--- src/rtl/regfile.sv ---
// 32 x DATA_W integer register file: two combinational read ports, one synchronous write port.
// x0 is hardwired to zero. A debug port reads stored values without bypass.
module regfile #(
    parameter int DATA_W = 32,
    parameter int ADDR_W = 5,
    parameter int BYPASS = 1
) (
    input  logic              i_clk,
    input  logic              i_rst_n,
    input  logic [ADDR_W-1:0] i_rs1_addr,
    input  logic [ADDR_W-1:0] i_rs2_addr,
    output logic [DATA_W-1:0] o_rs1_data,
    output logic [DATA_W-1:0] o_rs2_data,
    input  logic [ADDR_W-1:0] i_rd_addr,
    input  logic [DATA_W-1:0] i_rd_data,
    input  logic              i_rd_wren,
    input  logic [ADDR_W-1:0] i_dbg_addr,
    output logic [DATA_W-1:0] o_dbg_data
);

    localparam int NUM_REGS = 2 ** ADDR_W;

    logic [DATA_W-1:0] mem_q     [1:NUM_REGS-1];
    logic [DATA_W-1:0] mem_d     [1:NUM_REGS-1];
    logic [DATA_W-1:0] regs_view [0:NUM_REGS-1];
    logic              byp_rs1;
    logic              byp_rs2;

    always_comb begin
        mem_d = mem_q;
        for (int i = 1; i < NUM_REGS; i++) begin
            if (!i_rst_n) begin
                mem_d[i] = '0;
            end else if (i_rd_wren && (i_rd_addr == ADDR_W'(i))) begin
                mem_d[i] = i_rd_data;
            end
        end
    end

    always_ff @(posedge i_clk) begin
        mem_q <= mem_d;
    end

    // Index 0 is a constant zero so every port can use a plain array lookup.
    always_comb begin
        regs_view[0] = '0;
        for (int i = 1; i < NUM_REGS; i++) begin
            regs_view[i] = mem_q[i];
        end
    end

    always_comb begin
        byp_rs1 = (BYPASS != 0) && i_rd_wren && (i_rd_addr == i_rs1_addr);
        byp_rs2 = (BYPASS != 0) && i_rd_wren && (i_rd_addr == i_rs2_addr);
    end

    // Outputs are forced low during reset so nothing uninitialised escapes before the first edge.
    always_comb begin
        o_rs1_data = '0;
        o_rs2_data = '0;
        o_dbg_data = '0;
        if (i_rst_n) begin
            if (i_rs1_addr != '0) begin
                o_rs1_data = byp_rs1 ? i_rd_data : regs_view[i_rs1_addr];
            end
            if (i_rs2_addr != '0) begin
                o_rs2_data = byp_rs2 ? i_rd_data : regs_view[i_rs2_addr];
            end
            o_dbg_data = regs_view[i_dbg_addr];
        end
    end

endmodule

--- config.mk ---
export PLATFORM = sky130hd
export DESIGN_NAME = regfile
export DESIGN_NICKNAME = d
export VERILOG_FILES = /design/src/rtl/regfile.sv
export SDC_FILE = /design/constraint.sdc
export NUM_CORES = 2
export LEC_CHECK = 0
export CAP_MARGIN = 20
export CORE_ASPECT_RATIO = 1.1
export CORE_MARGIN = 2
export CORE_UTILIZATION = 50
export DETAILED_ROUTE_END_ITERATION = 10
export MAX_ROUTING_LAYER = met4
export PLACE_DENSITY = 0.72
export SYNTH_ARGS = -nofsm -noshare
export SYNTH_HDL_FRONTEND = slang
export SYNTH_SLANG_ARGS = --single-unit
--- constraint.sdc ---
create_clock -name i_clk -period 2.7 [get_ports i_clk]
set_input_delay 0.405 -clock i_clk [delete_from_list [all_inputs] [get_ports i_clk]]
set_output_delay 0.405 -clock i_clk [all_outputs]
set_load 0.005 [all_outputs]
Word level (Yosys, flattened, before mapping)
Cells that the tools add are included.
W data, S select, Z words.

word-level totals
  input bits = 55
  bits in registers = 992

cells by class
  muxes and demuxes = 16
  bitwise operators = 3
  reduce and logical (&&, ||, !) cells = 35
  eq/ne operators = 33
  order comparisons = 3

operator list
  operator              number
  $bmux W32 S5          3
  $mux W32              13
  $eq A5 B5 Y1 const B  16
  $eq A5 B4 Y1 const B  8
  $logic_and A1 B1 Y1   33
  $eq A5 B3 Y1 const B  4
  $ge A6 B6 Y1 const B  3
  $not A5 Y6            3
  $eq A5 B2 Y1 const B  2
  $eq A5 B5 Y1          2
  $reduce_bool A5 Y1    2
  $eq A5 B1 Y1 const B  1

Logic depth before layout (Yosys ltp)
  word-level depth = 7
  gate-level depth with buffers = 10

Worst setup path before layout
OpenSTA, ideal clock, no wires.

  path kind = input port to output port
  from = in i_dbg_addr[1]
  to = out o_dbg_data[0]
  arrival time = 2.151 ns
  buffers on the path = 4
  path slack = 0.144 ns
  stages on the path = 8
  path through = clkbuf_1 -> buf_2 -> clkbuf_1 -> buf_2 -> mux4_2 -> mux4_2 -> nand3_1 -> o21ai_0

between the ends
  cells in the longest elaborated chain, start to end = 5

RTL lines
  what                                          RTL line  source
  start, declared                               17        input logic [ADDR_W-1:0] i_dbg_addr,
  $not A5 Y6 (implied by the code)              69        o_dbg_data = regs_view[i_dbg_addr];
  $bmux W32 S5                                  69
  $mux W32 (implied by the code) (2 in series)  69
  $mux W32                                      62        if (i_rst_n) begin
  end, declared                                 18        output logic [DATA_W-1:0] o_dbg_data

Every way passes these cells. The select of a mux whose other input is x is not followed.

Worst setup path in the final report
  from = reg mem_q[696] in the netlist's numbering
  to = out o_rs1_data[24]

between the ends
  cells in the longest elaborated chain, start to end = 6

RTL lines
  what                                          RTL line  source
  start, declared                               23        logic [DATA_W-1:0] mem_q [1:NUM_REGS-1];
  start signal, assigned                        41        mem_q <= mem_d;
  $bmux W32 S5                                  64        o_rs1_data = byp_rs1 ? i_rd_data : regs_view[i_rs1_addr];
  $mux W32 (implied by the code) (2 in series)  64
  $mux W32                                      64
  $mux W32                                      63        if (i_rs1_addr != '0) begin
  $mux W32                                      62
  end, declared                                 12        output logic [DATA_W-1:0] o_rs1_data,

Every way passes these cells. The select of a mux whose other input is x is not followed.

==> impl_metrics.ini <==
[synthesis]
syn_area_mm2 = 0.0612
syn_inst = 6486
yosys.area_share.xor_xnor_pct = 0.143
synth_fa_ha_area_share_pct = 0
yosys_warnings = 0
synth_cell_types = 40
synth_top_family_by_area = multiplexers
ys_ff_latch = 992
synth_simple_gate_area_share_pct = 15.2
synth_nets = 6541
yosysSeqAreaShare_pct = 32.4
postSynthAreaPerCell_um2 = 9.44
muxShareOfSynthArea_pct = 29.0
synthArstFlopShare_pct = 0
yosys_most_used_dff = dfxtp_1
synth_edf_count = 0
synth-compound-area-share_pct = 18.1

[clock_network]
clk_pin_slew_worst_paths_ns = 0.06
cts_buffers = 109
cts_root_buf = clkbuf_16
h-tree-depth = 3
hold_buffers = 0
clock_sinks = 992
clockBufferDepth = 3
clk_latency_ns = 0.75
cts_tree = yes

[global_route]
grt_remaining_overflow = 0
grt_pass1_wl_um = 419000
first_global_vias = 60200
grt_max_degree = 127
antenna_found_initial = 15
grt_usage_pct = 47.7

[cells_and_area]
area_delta_synth_final_pct = 31.6
drive_gt1_share_pct = 41.1
utilization_pct = 66.4
fin_cells = 8819
final_nets = 7136
largest-register = mem_q
largest_reg_flops = 992
top_regs = mem_q: 992 flops

[route]
vias_per_cell = 7.08
wl_met2_um = 117000
vias = 62400
top_layer = met4
wl_met3_um = 53700
drt.antenna.violating_nets = 0
wl_per_cell_um = 33.4
drt-initial-drc-count = 11000
wl_met1_um = 95900
wl_um = 294000
drtPass1Iterations = 9
drc = 0

[floorplanning]
io_pins = 151
die_width_um = 338
die_area_mm2 = 0.125
core-area_mm2 = 0.121
rows = 134
initial_core_util_pct = 50.5
die_y_um = 371

[power]
sequentialPowerShare_pct = 40.1
leakage_nw = 27.8
peakVddDrop_uv = 569
clkPwrFrac_pct = 44.8
p_total_w = 0.0370
swShare_pct = 27.5
internal-power_w = 0.0268
switchingPower_w = 0.0102
p_comb_share_pct = 15.1
powerDensity_mw_per_mm2 = 460

[timing]
hold_violations = 0
tightest_slew_ns = 1.18
rsz0062_at_grt = true
fmax_ghz = 0.308
finalSetupViolations = 96
setup_slack_ns = -0.551
drv_slew = 0
fin_skew_ns = 0
period_share_pct = 120
relSlewSlack_pct = 21.1
min_period_ns = 3.25

[setup_path]
path_max_fanout = 4
critPathRequiredTime_ns = 2.30
crit_type = reg -> out
end_kind = primary output
critPathLaunchType = register
cp.arrival_ns = 2.85

[placed_design]
gp_congestion = 1.07
placed_cells = 8511
dp_hpwl_um = 191000
portBuffers = 150

[outcome]
violations = setup timing
status = finished, violations left

[min_path]
hold_class = in -> reg

[flow_run]
maxCapViolCount = 0
## cells in the mapped netlist (2+ instances only)
library cell / n / area [µm²]
a2111oi_0: 23 / 201
a211oi_1: 31 / 233
a21boi_0: 992 / 7450
a21oi_1: 45 / 225
a221oi_1: 112 / 981
a22o_1: 40 / 350
a22oi_1: 64 / 480
and2_1: 4 / 25.0
buf_1: 29 / 109
buf_2: 100 / 500
buf_4: 30 / 225
buf_6: 11 / 124
clkbuf_1: 547 / 2050
dfxtp_1: 992 / 19900
inv_1: 32 / 120
mux2_2: 136 / 1530
mux2i_1: 52 / 521
mux4_2: 697 / 15700
nand2_1: 2037 / 7650
nand2b_1: 35 / 219
nand3_1: 46 / 230
nor2_1: 69 / 259
nor2b_1: 71 / 444
nor3_1: 80 / 400
nor4_1: 10 / 62.6
o21ai_0: 94 / 470
o21ai_1: 2 / 10.0
o221ai_1: 28 / 245
o22a_1: 21 / 184
o22ai_1: 27 / 169
o31ai_1: 8 / 60.1
or2_2: 5 / 31.3
xnor2_1: 2 / 17.5
xor2_1: 8 / 70.1
## metal layers
layer | up-vias | track usage (%)
li1 | 24700 | -
met1 | 29800 | 56.9
met2 | 6123 | 63.1
met3 | 1867 | 21.0
met4 | 0 | 34.7
met5 | - | -
## metrics by stage
| stage | hold WS [ns] | area (µm²) | setup slack (ns) | TNS [ns] |
|---|---|---|---|---|
| final | 0.167 | 80600 | -0.551 | -19.31 |
| after global routing | 0.160 | 80600 | -0.552 | -20.42 |
| after CTS | 0.133 | 79400 | -0.420 | -17.92 |
| after detailed placement | 0.480 | 72200 | -1.34 | -69.23 |
| after global placement | 0.469 | 72200 | -1.82 | -80.39 |
| after floorplan | 0.459 | 61200 | 0.144 | 0 |
## worst max-delay path, cell delays in order, from the launching register on
cell and delay (ns):
dfxtp_1 0.34, mux4_2 0.48, a22oi_2 0.44, nand2_1 0.17, a221oi_2 0.29, buf_4 0.18, a21oi_2 0.06, buf_2 0.13
## kinds of logic after synthesis
logic type,Yosys count
compound gates,1489
xor+xnor,10
flops,992
mux,885
buf+inv,751
simple gates,2359
## area by class of cell
class,instances,area [µm²]
antenna,15,37.5
clock buffer,160,3230
clock inverter,42,639
fill,8931,40800
inverter,33,134
multi-input combinational,4743,41400
sequential,992,20300
tap,1632,2040
timing repair buffer,1202,12800
## final timing paths
kind	startpoint	endpoint	slack, ns	cells past startpoint
min reg2reg	mem_q[1]$_SDFFE_PN0P_	mem_q[1]$_SDFFE_PN0P_	0.48	2
max reg2reg	mem_q[149]$_SDFFE_PN0P_	mem_q[149]$_SDFFE_PN0P_	1.69	4
max	mem_q[696]$_SDFFE_PN0P_	o_rs1_data[24]	-0.55	7
min	i_rst_n	mem_q[524]$_SDFFE_PN0P_	0.17	3
## timing repair
| action | 4_1_cts | 5_1_grt |
|---|---|---|
| hold endpoints to repair | 0 | 0 |
| setup buffers | 77 | 47 |
| endpoints found under the setup margin | 96 | 96 |
| cloned | 7 | 1 |
| gates resized for setup | 1212 | 242 |
| pin swaps | 226 | 88 |
## power groups by stage
stage	logic (W)	clock network (W)	registers, W
after detailed placement	0.00479	0	0.0152
after floorplan	0.00235	0	0.0151
final	0.00560	0.0166	0.0148
after global placement	0.00476	0	0.0152
after CTS	0.00517	0.0164	0.0148
after global routing	0.00560	0.0171	0.0148
## cells in the final DEF (no fill, tap or decap), drive strengths merged, types with 46 or more instances in the layout
cell type / n
a221oi: 112
nor2: 69
a22oi: 64
nand3: 46
nor2b: 71
buf: 1147
a21boi: 992
mux2i: 52
clkbuf: 171
o21ai: 96
nand2: 2037
nor3: 80
mux2: 136
dfxtp: 992
mux4: 697
No activity file was read; power rests on OpenSTA's default activity.
